### src/rtl/ps2_led_sequencer_if.sv
// ps2_led_sequencer_if
// Connects the LED sequencer to the ps2k driver. It carries the receive
// read port and the transmit request/response signals.
//   rx_dsr   : ps2k has a received byte waiting
//   rx_q     : received byte, valid 2 cycles after an rx_rden pulse
//   rx_rden  : one-cycle read enable into ps2k
//   tx_data  : byte to transmit
//   tx_start : one-cycle transmit request
//   tx_done  : one-cycle pulse, byte sent
//   tx_err   : one-cycle pulse, transmit failed
// The master modport is the sequencer side. The slave modport is the ps2k side.
interface ps2_led_sequencer_if;
   logic       rx_dsr;
   logic [7:0] rx_q;
   logic       rx_rden;
   logic [7:0] tx_data;
   logic       tx_start;
   logic       tx_done;
   logic       tx_err;

   modport master (
      input  rx_dsr, rx_q, tx_done, tx_err,
      output rx_rden, tx_data, tx_start
   );

   modport slave (
      input  rx_rden, tx_data, tx_start,
      output rx_dsr, rx_q, tx_done, tx_err
   );
endinterface

### src/rtl/ps2_led_sequencer.sv
// ps2_led_sequencer
// This block keeps the PS/2 keyboard LEDs in step with the requested LED state.
// It sends the ED + argument command pair and consumes the ACK (FA) and
// RESEND (FE) replies. While a transaction runs, it takes the shared ps2k
// receive port away from the matrix logic, so reply bytes never reach the matrix.
//   clkk     : system clock
//   reset    : synchronous, active-high reset
//   leds     : requested LEDs, [0] Scroll, [1] Num, [2] Caps
//   ext_rden : read enable from the matrix logic
//   ext_dsr  : byte-available indication to the matrix logic
//   busy     : transaction in progress
//   error    : sticky, set when the last transaction failed
//   ps2      : ps2k receive/transmit port (master side)
module ps2_led_sequencer #(
   parameter int TIMEOUT   = 600000,
   parameter int MAX_RETRY = 3
) (
   input  logic                       clkk,
   input  logic                       reset,
   input  logic [2:0]                 leds,
   input  logic                       ext_rden,
   output logic                       ext_dsr,
   output logic                       busy,
   output logic                       error,
   ps2_led_sequencer_if.master        ps2
);

   localparam logic [19:0] TIMEOUT_C    = 20'(TIMEOUT);
   localparam logic [3:0]  MAX_RETRY_C  = 4'(MAX_RETRY);
   localparam logic [7:0]  CMD_SET_LEDS = 8'hED;
   localparam logic [7:0]  REPLY_ACK    = 8'hFA;
   localparam logic [7:0]  REPLY_RESEND = 8'hFE;
   localparam logic [7:0]  REPLY_BAT_OK = 8'hAA;

   typedef enum logic [3:0] {
      S_IDLE, S_SEND_CMD, S_WAIT_TXC, S_WAIT_ACK1,
      S_SEND_ARG, S_WAIT_TXA, S_WAIT_ACK2, S_RETRY, S_DONE, S_FAIL
   } state_t;

   state_t      state_q, state_d;
   logic        claim_q, claim_d;
   logic        rx_rden_q, rx_rden_d;
   logic [7:0]  tx_data_q, tx_data_d;
   logic        tx_start_q, tx_start_d;
   logic        error_q, error_d;
   logic        dirty_q, dirty_d;
   logic [2:0]  sent_leds_q, sent_leds_d;
   logic [3:0]  retry_q, retry_d;
   logic [19:0] timer_q, timer_d;
   logic        ret_arg_q, ret_arg_d;   // retry returns to SEND_ARG when set
   logic [1:0]  rd_sr_q, rd_sr_d;       // tracks the read pulses of the last 2 cycles

   logic        rd_en;
   logic        reply_vld;
   logic        timeout;
   logic        can_read;
   logic [19:0] timer_inc;
   logic [3:0]  retry_inc;

   // While the port is claimed, the matrix logic sees no data and its read
   // enable is ignored.
   assign rd_en       = claim_q ? rx_rden_q : ext_rden;
   assign ps2.rx_rden = rd_en;
   assign ext_dsr     = claim_q ? 1'b0 : ps2.rx_dsr;
   assign ps2.tx_data  = tx_data_q;
   assign ps2.tx_start = tx_start_q;
   assign busy        = claim_q;
   assign error       = error_q;

   // rx_q holds the byte for the read pulse issued 2 cycles earlier.
   assign reply_vld = rd_sr_q[1];
   assign timeout   = (timer_q == TIMEOUT_C);
   // Only one read may be outstanding at a time.
   assign can_read  = ps2.rx_dsr && !rx_rden_q && (rd_sr_q == 2'b00);
   // The timer saturates, so the timeout event fires only once.
   assign timer_inc = timeout ? timer_q : timer_q + 20'd1;
   assign retry_inc = retry_q + 4'd1;

   // NOTE: each signal gets a default at the top of this block. Then no path
   // through the case statement leaves a signal unassigned, and no latch is inferred.
   always_comb begin
      state_d     = state_q;
      rx_rden_d   = 1'b0;
      tx_start_d  = 1'b0;
      tx_data_d   = tx_data_q;
      error_d     = error_q;
      dirty_d     = dirty_q;
      sent_leds_d = sent_leds_q;
      retry_d     = retry_q;
      timer_d     = timer_q;
      ret_arg_d   = ret_arg_q;
      rd_sr_d     = {rd_sr_q[0], rd_en};

      case (state_q)
         S_IDLE: begin
            // A BAT-passed byte means the keyboard has cleared its LEDs.
            if ((leds != sent_leds_q) || (reply_vld && ps2.rx_q == REPLY_BAT_OK))
               dirty_d = 1'b1;
            // Do not take the port while a matrix read is still in flight.
            if (dirty_q && !ext_rden && rd_sr_q == 2'b00) begin
               sent_leds_d = leds;
               dirty_d     = 1'b0;
               retry_d     = 4'd0;
               state_d     = S_SEND_CMD;
            end
         end
         S_SEND_CMD, S_SEND_ARG: begin
            tx_data_d  = (state_q == S_SEND_CMD) ? CMD_SET_LEDS : {5'b0, sent_leds_q};
            tx_start_d = 1'b1;
            timer_d    = 20'd0;
            state_d    = (state_q == S_SEND_CMD) ? S_WAIT_TXC : S_WAIT_TXA;
         end
         S_WAIT_TXC, S_WAIT_TXA: begin
            timer_d   = timer_inc;
            ret_arg_d = (state_q == S_WAIT_TXA);
            if (ps2.tx_err) begin
               state_d = S_RETRY;
            end else if (ps2.tx_done) begin
               timer_d = 20'd0;
               state_d = (state_q == S_WAIT_TXC) ? S_WAIT_ACK1 : S_WAIT_ACK2;
            end else if (timeout) begin
               state_d = S_RETRY;
            end
         end
         S_WAIT_ACK1, S_WAIT_ACK2: begin
            timer_d   = timer_inc;
            ret_arg_d = (state_q == S_WAIT_ACK2);
            if (reply_vld && ps2.rx_q == REPLY_ACK) begin
               retry_d = 4'd0;
               state_d = (state_q == S_WAIT_ACK1) ? S_SEND_ARG : S_DONE;
            end else if (reply_vld && ps2.rx_q == REPLY_RESEND) begin
               state_d = S_RETRY;
            end else if (timeout) begin
               state_d = S_RETRY;
            end else if (can_read) begin
               // Other bytes are discarded. The timer keeps running.
               rx_rden_d = 1'b1;
            end
         end
         S_RETRY: begin
            retry_d = retry_inc;
            if (retry_inc > MAX_RETRY_C) state_d = S_FAIL;
            else                         state_d = ret_arg_q ? S_SEND_ARG : S_SEND_CMD;
         end
         S_DONE: begin
            error_d = 1'b0;
            state_d = S_IDLE;
         end
         S_FAIL: begin
            // dirty stays clear, so a dead keyboard is not retried endlessly.
            error_d = 1'b1;
            state_d = S_IDLE;
         end
         default: state_d = S_IDLE;
      endcase

      claim_d = (state_d != S_IDLE);
   end

   // NOTE: sequential state uses non-blocking assignments only. Every flop
   // then samples its pre-edge value, whatever order the statements are in.
   always_ff @(posedge clkk) begin
      if (reset) begin
         state_q     <= S_IDLE;
         claim_q     <= 1'b0;
         rx_rden_q   <= 1'b0;
         tx_data_q   <= 8'h00;
         tx_start_q  <= 1'b0;
         error_q     <= 1'b0;
         dirty_q     <= 1'b1;
         sent_leds_q <= 3'b000;
         retry_q     <= 4'd0;
         timer_q     <= 20'd0;
         ret_arg_q   <= 1'b0;
         rd_sr_q     <= 2'b00;
      end else begin
         state_q     <= state_d;
         claim_q     <= claim_d;
         rx_rden_q   <= rx_rden_d;
         tx_data_q   <= tx_data_d;
         tx_start_q  <= tx_start_d;
         error_q     <= error_d;
         dirty_q     <= dirty_d;
         sent_leds_q <= sent_leds_d;
         retry_q     <= retry_d;
         timer_q     <= timer_d;
         ret_arg_q   <= ret_arg_d;
         rd_sr_q     <= rd_sr_d;
      end
   end

endmodule

### src/flat_wrapper.sv
// flat-port wrapper written by rule: the top's interface ports become plain ports
module ps2_led_sequencer_flat 
#(
   parameter int TIMEOUT   = 600000,
   parameter int MAX_RETRY = 3
)
  (clkk, reset, leds, ext_rden, ext_dsr, busy, error, ps2_rx_dsr, ps2_rx_q, ps2_tx_done, ps2_tx_err, ps2_rx_rden, ps2_tx_data, ps2_tx_start);
  ps2_led_sequencer_if ps2_i ();
  input  logic clkk;
  input  logic reset;
  input  logic [2:0] leds;
  input  logic ext_rden;
  output logic ext_dsr;
  output logic busy;
  output logic error;
  input wire logic [$bits(ps2_i.rx_dsr)-1:0] ps2_rx_dsr;
  input wire logic [$bits(ps2_i.rx_q)-1:0] ps2_rx_q;
  input wire logic [$bits(ps2_i.tx_done)-1:0] ps2_tx_done;
  input wire logic [$bits(ps2_i.tx_err)-1:0] ps2_tx_err;
  output wire logic [$bits(ps2_i.rx_rden)-1:0] ps2_rx_rden;
  output wire logic [$bits(ps2_i.tx_data)-1:0] ps2_tx_data;
  output wire logic [$bits(ps2_i.tx_start)-1:0] ps2_tx_start;
  assign ps2_i.rx_dsr = ps2_rx_dsr;
  assign ps2_i.rx_q = ps2_rx_q;
  assign ps2_i.tx_done = ps2_tx_done;
  assign ps2_i.tx_err = ps2_tx_err;
  assign ps2_rx_rden = ps2_i.rx_rden;
  assign ps2_tx_data = ps2_i.tx_data;
  assign ps2_tx_start = ps2_i.tx_start;
  ps2_led_sequencer #(.TIMEOUT(TIMEOUT), .MAX_RETRY(MAX_RETRY)) u_core (.clkk(clkk), .reset(reset), .leds(leds), .ext_rden(ext_rden), .ext_dsr(ext_dsr), .busy(busy), .error(error), .ps2(ps2_i));
endmodule
### config.mk
export PLATFORM = sky130hd
export DESIGN_NAME = ps2_led_sequencer_flat
export DESIGN_NICKNAME = d
export VERILOG_FILES = /design/src/rtl/ps2_led_sequencer_if.sv /design/src/rtl/ps2_led_sequencer.sv /design/src/flat_wrapper.sv
export SDC_FILE = /design/constraint.sdc
export NUM_CORES = 1
export LEC_CHECK = 0
export BUFFER_PORTS_ARGS = -buffer_cell sky130_fd_sc_hd__buf_2
export CAP_MARGIN = 20
export CORE_UTILIZATION = 35
export CTS_BUF_LIST = sky130_fd_sc_hd__clkbuf_16
export CTS_CLUSTER_SIZE = 40
export DETAILED_ROUTE_END_ITERATION = 6
export SLEW_MARGIN = 20
export SYNTH_ARGS = -nofsm -noshare
export SYNTH_HDL_FRONTEND = slang
export SYNTH_SLANG_ARGS = --single-unit
### constraint.sdc
create_clock -name clkk -period 5.7 [get_ports clkk]
set_input_delay 1.14 -clock clkk [delete_from_list [all_inputs] [get_ports clkk]]
set_output_delay 1.14 -clock clkk [all_outputs]
set_load 0.05 [all_outputs]
==> results.cfg <==
[cts]
clkSlewWorstSetupHoldPaths_ns = 0.06
ctsRootBufferMaster = clkbuf_16
cts_tree = built
clk_latency_ns = 0.29
cts.sinks = 43
post_cts_buffers = 0
cts_buffer_depth = 2
cts_resized = 0
numCtsBuffers = 5
cts_hold_buf = 0
htree_levels = 2

[global_routing]
grt_usage = 0.167
grt_pass1_vias = 2026
grt_first_pass_wirelength_microns = 9720
antenna_found_initial = 0
grt_start_max_net_pins = 28
gr-total-overflow = 0

[synth]
synth_top_area_cell = dfxtp_1
yosys_warnings = 0
synth_common_cells = nor2_1 (45), dfxtp_1 (43), a21oi_1 (18), nand2_1 (18), nor3_1 (14)
avgSynthCellArea_sq_um = 8.09
synth_top_cell_area_share = 0.349
seq_area_frac_synth = 0.349
async_reset_ff_frac = 0
synthesis.nets = 325
synth.most_common_cell = nor2_1
synth.distinct_cells = 61
synthCells = 305
synth_area_leaders = dfxtp_1 (35%), nor2_1 (6.8%), xnor2_1 (4.3%), a21oi_1 (3.7%), nor3_1 (2.8%)
synth-edff-count = 0
netlist_area_sq_um = 2470
ys.flop_type = dfxtp_1
synth-seq-cells = 43

[placed_design]
globalplace.congestion = 0.794
place_ws_ns = 2.52
port_buffers = 28
hpwl_microns = 4260

[power]
power.density_nw_per_um2 = 372
peakVddDrop_v = 0.000191
p_total_uw = 1030
p_leak_uw = 0.00100

[worst_setup_path]
critical_path_required_ns = 5.86
worstSetupStartpointType = input pin
cp.buffers_inverters = 1
path_class = input pin to flip-flop
cp_slowest_cell = nor3b_1
endpoint_kind = flip-flop
cp_max_fo = 7
cp.arrival_ns = 3.06
critPathTopFamily = simple AND/OR/NAND/NOR gates
crit_chain = buf_2 > and4bb_2 > nor3b_1 > maj3_1 > o22ai_1 > a211oi_1 > a41oi_1
crit_path_max_incr_delay_ns = 0.68

[finish]
regArea_sq_um = 861
multi_input_area_sq_um = 1470
area_growth_pct = 12.1
n_fill_cell = 725
final_layout_size_suffix_gt1_frac = 0.148
n_antenna_cell = 0
layout.nets = 343

[floorplanning]
fp.coreArea_sq_um = 6790
io-pin-count = 30
die_w_microns = 86.0
dieArea_sq_um = 7390
floorplan.initialDensity = 0.363
rows = 30
fp.dieH_microns = 86.0

[routing]
post_drt_wl_per_cell_microns = 13.8
wl_microns = 5790
vias_per_cell = 5.31
drtIter0Drc = 99
firstDrtPassIters = 4
vias = 2230
ant_nets = 0
drc = 0

[sta]
final_max_slew_viol_count = 0
finClkSkew_ns = 0.00613
slew_headroom = 0.462
holdWs_ns = 0.481
fin_ws_ns = 2.80
finalSetupViolations = 0
max_freq_ghz = 0.345
post-route-period-util = 0.509
rsz0062_at_grt = no
tightest_slew_ns = 0.806
fin_crit_ns = 2.90
fin_setup_tns_ns = 0
hold_viol = 0

[run]
cap_violations = 0

[run_status]
status = finished clean

[worst_hold_path]
hold_path_class = flip-flop to flip-flop
## cell type report
| class | count | area share |
|---|---|---|
| well taps | 96 | 0.0434 |
| clock inverters | 3 | 0.00407 |
| clock buffers | 5 | 0.0452 |
| inverters | 10 | 0.0136 |
| flip-flops and latches | 43 | 0.311 |
| repair buffers | 28 | 0.0507 |
| multi-input cells | 235 | 0.532 |
## layout by cell type, fill, tap and decap left out, drive strengths merged, types with 4 or more instances in the layout
master  netlist  routed
or3           8       8
o21ai        13      13
nand2        18      18
xnor2        12      12
o22ai         4       4
and3          6       6
nor4          5       5
buf          10      28
nand4         4       4
nor3         15      15
dfxtp        43      43
mux2i         4       4
nor2         46      46
nor4b         5       5
nor2b         9       9
nand3b        4       4
nand3        13      13
inv           9      10
a21oi        18      18
a31oi         4       4
clkbuf        7       5
## worst reg2reg max path, delay by kind of cell, from the launching register on
kind / cells / cell delay, ns
simple gates: 3 / 1.32
flops: 1 / 0.79
compound gates: 2 / 0.36
## final timing paths
kind	from	endpoint	slack, ns	depth (start not counted)
worst min-delay path	u_core.rd_sr_q[0]	u_core.rd_sr_q[1]	0.48	1
worst max register to register	u_core.state_q[2]	u_core.timer_q[17]	3.16	5
worst min register to register	u_core.rd_sr_q[0]	u_core.rd_sr_q[1]	0.48	1
worst max-delay path	ps2_rx_q[2]	u_core.busy	2.80	7
## through the flow
step | instances | util | area, sq um
2_1_floorplan | 305 | - | 2470
3_3_place_gp | 412 | 0.387 | 2630
3_5_place_dp | 412 | 0.387 | 2630
4_1_cts | 420 | 0.407 | 2770
5_1_grt | 420 | 0.407 | 2770
6_report | 420 | 0.407 | 2770
## kinds of logic (layout without fill, tap and decap cells)
group,count (synthesis),in the layout,synth area share
other cells,1,1,0.00152
buf+inv,27,46,0.0548
xor+xnor,15,15,0.0532
simple gates,149,149,0.334
mux,6,6,0.0254
flops,43,43,0.349
fa+ha+maj,4,4,0.0193
compound gates,60,60,0.163
## report_power, final
| group | total, uW | switching, uW | internal [uW] |
|---|---|---|---|
| combinational | 380 | 257 | 122 |
| clock | 269 | 111 | 158 |
| sequential | 381 | 48.4 | 332 |
| total | 1030 | 417 | 612 |
## sequential cells by signal, indices dropped and copies added (netlist names)
| name | flops |
|---|---|
| u_core.busy | 1 |
| u_core.dirty_q | 1 |
| u_core.error | 1 |
| u_core.ps2.tx_data | 4 |
| u_core.ps2.tx_start | 1 |
| u_core.rd_sr_q | 2 |
| u_core.ret_arg_q | 1 |
| u_core.retry_q | 4 |
| u_core.rx_rden_q | 1 |
| u_core.sent_leds_q | 3 |
| u_core.state_q | 4 |
| u_core.timer_q | 20 |
## per-layer routing
| metal | vias up | GRT usage | routed length (microns) |
|---|---|---|---|
| met5 | - | 0 | 0 |
| met4 | 0 | 0.0621 | 90 |
| met3 | 11 | 0.0337 | 173 |
| met2 | 42 | 0.279 | 2830 |
| met1 | 1036 | 0.212 | 2700 |
| li1 | 1141 | - | - |
Note: power is estimated with default switching activity, not from simulation.
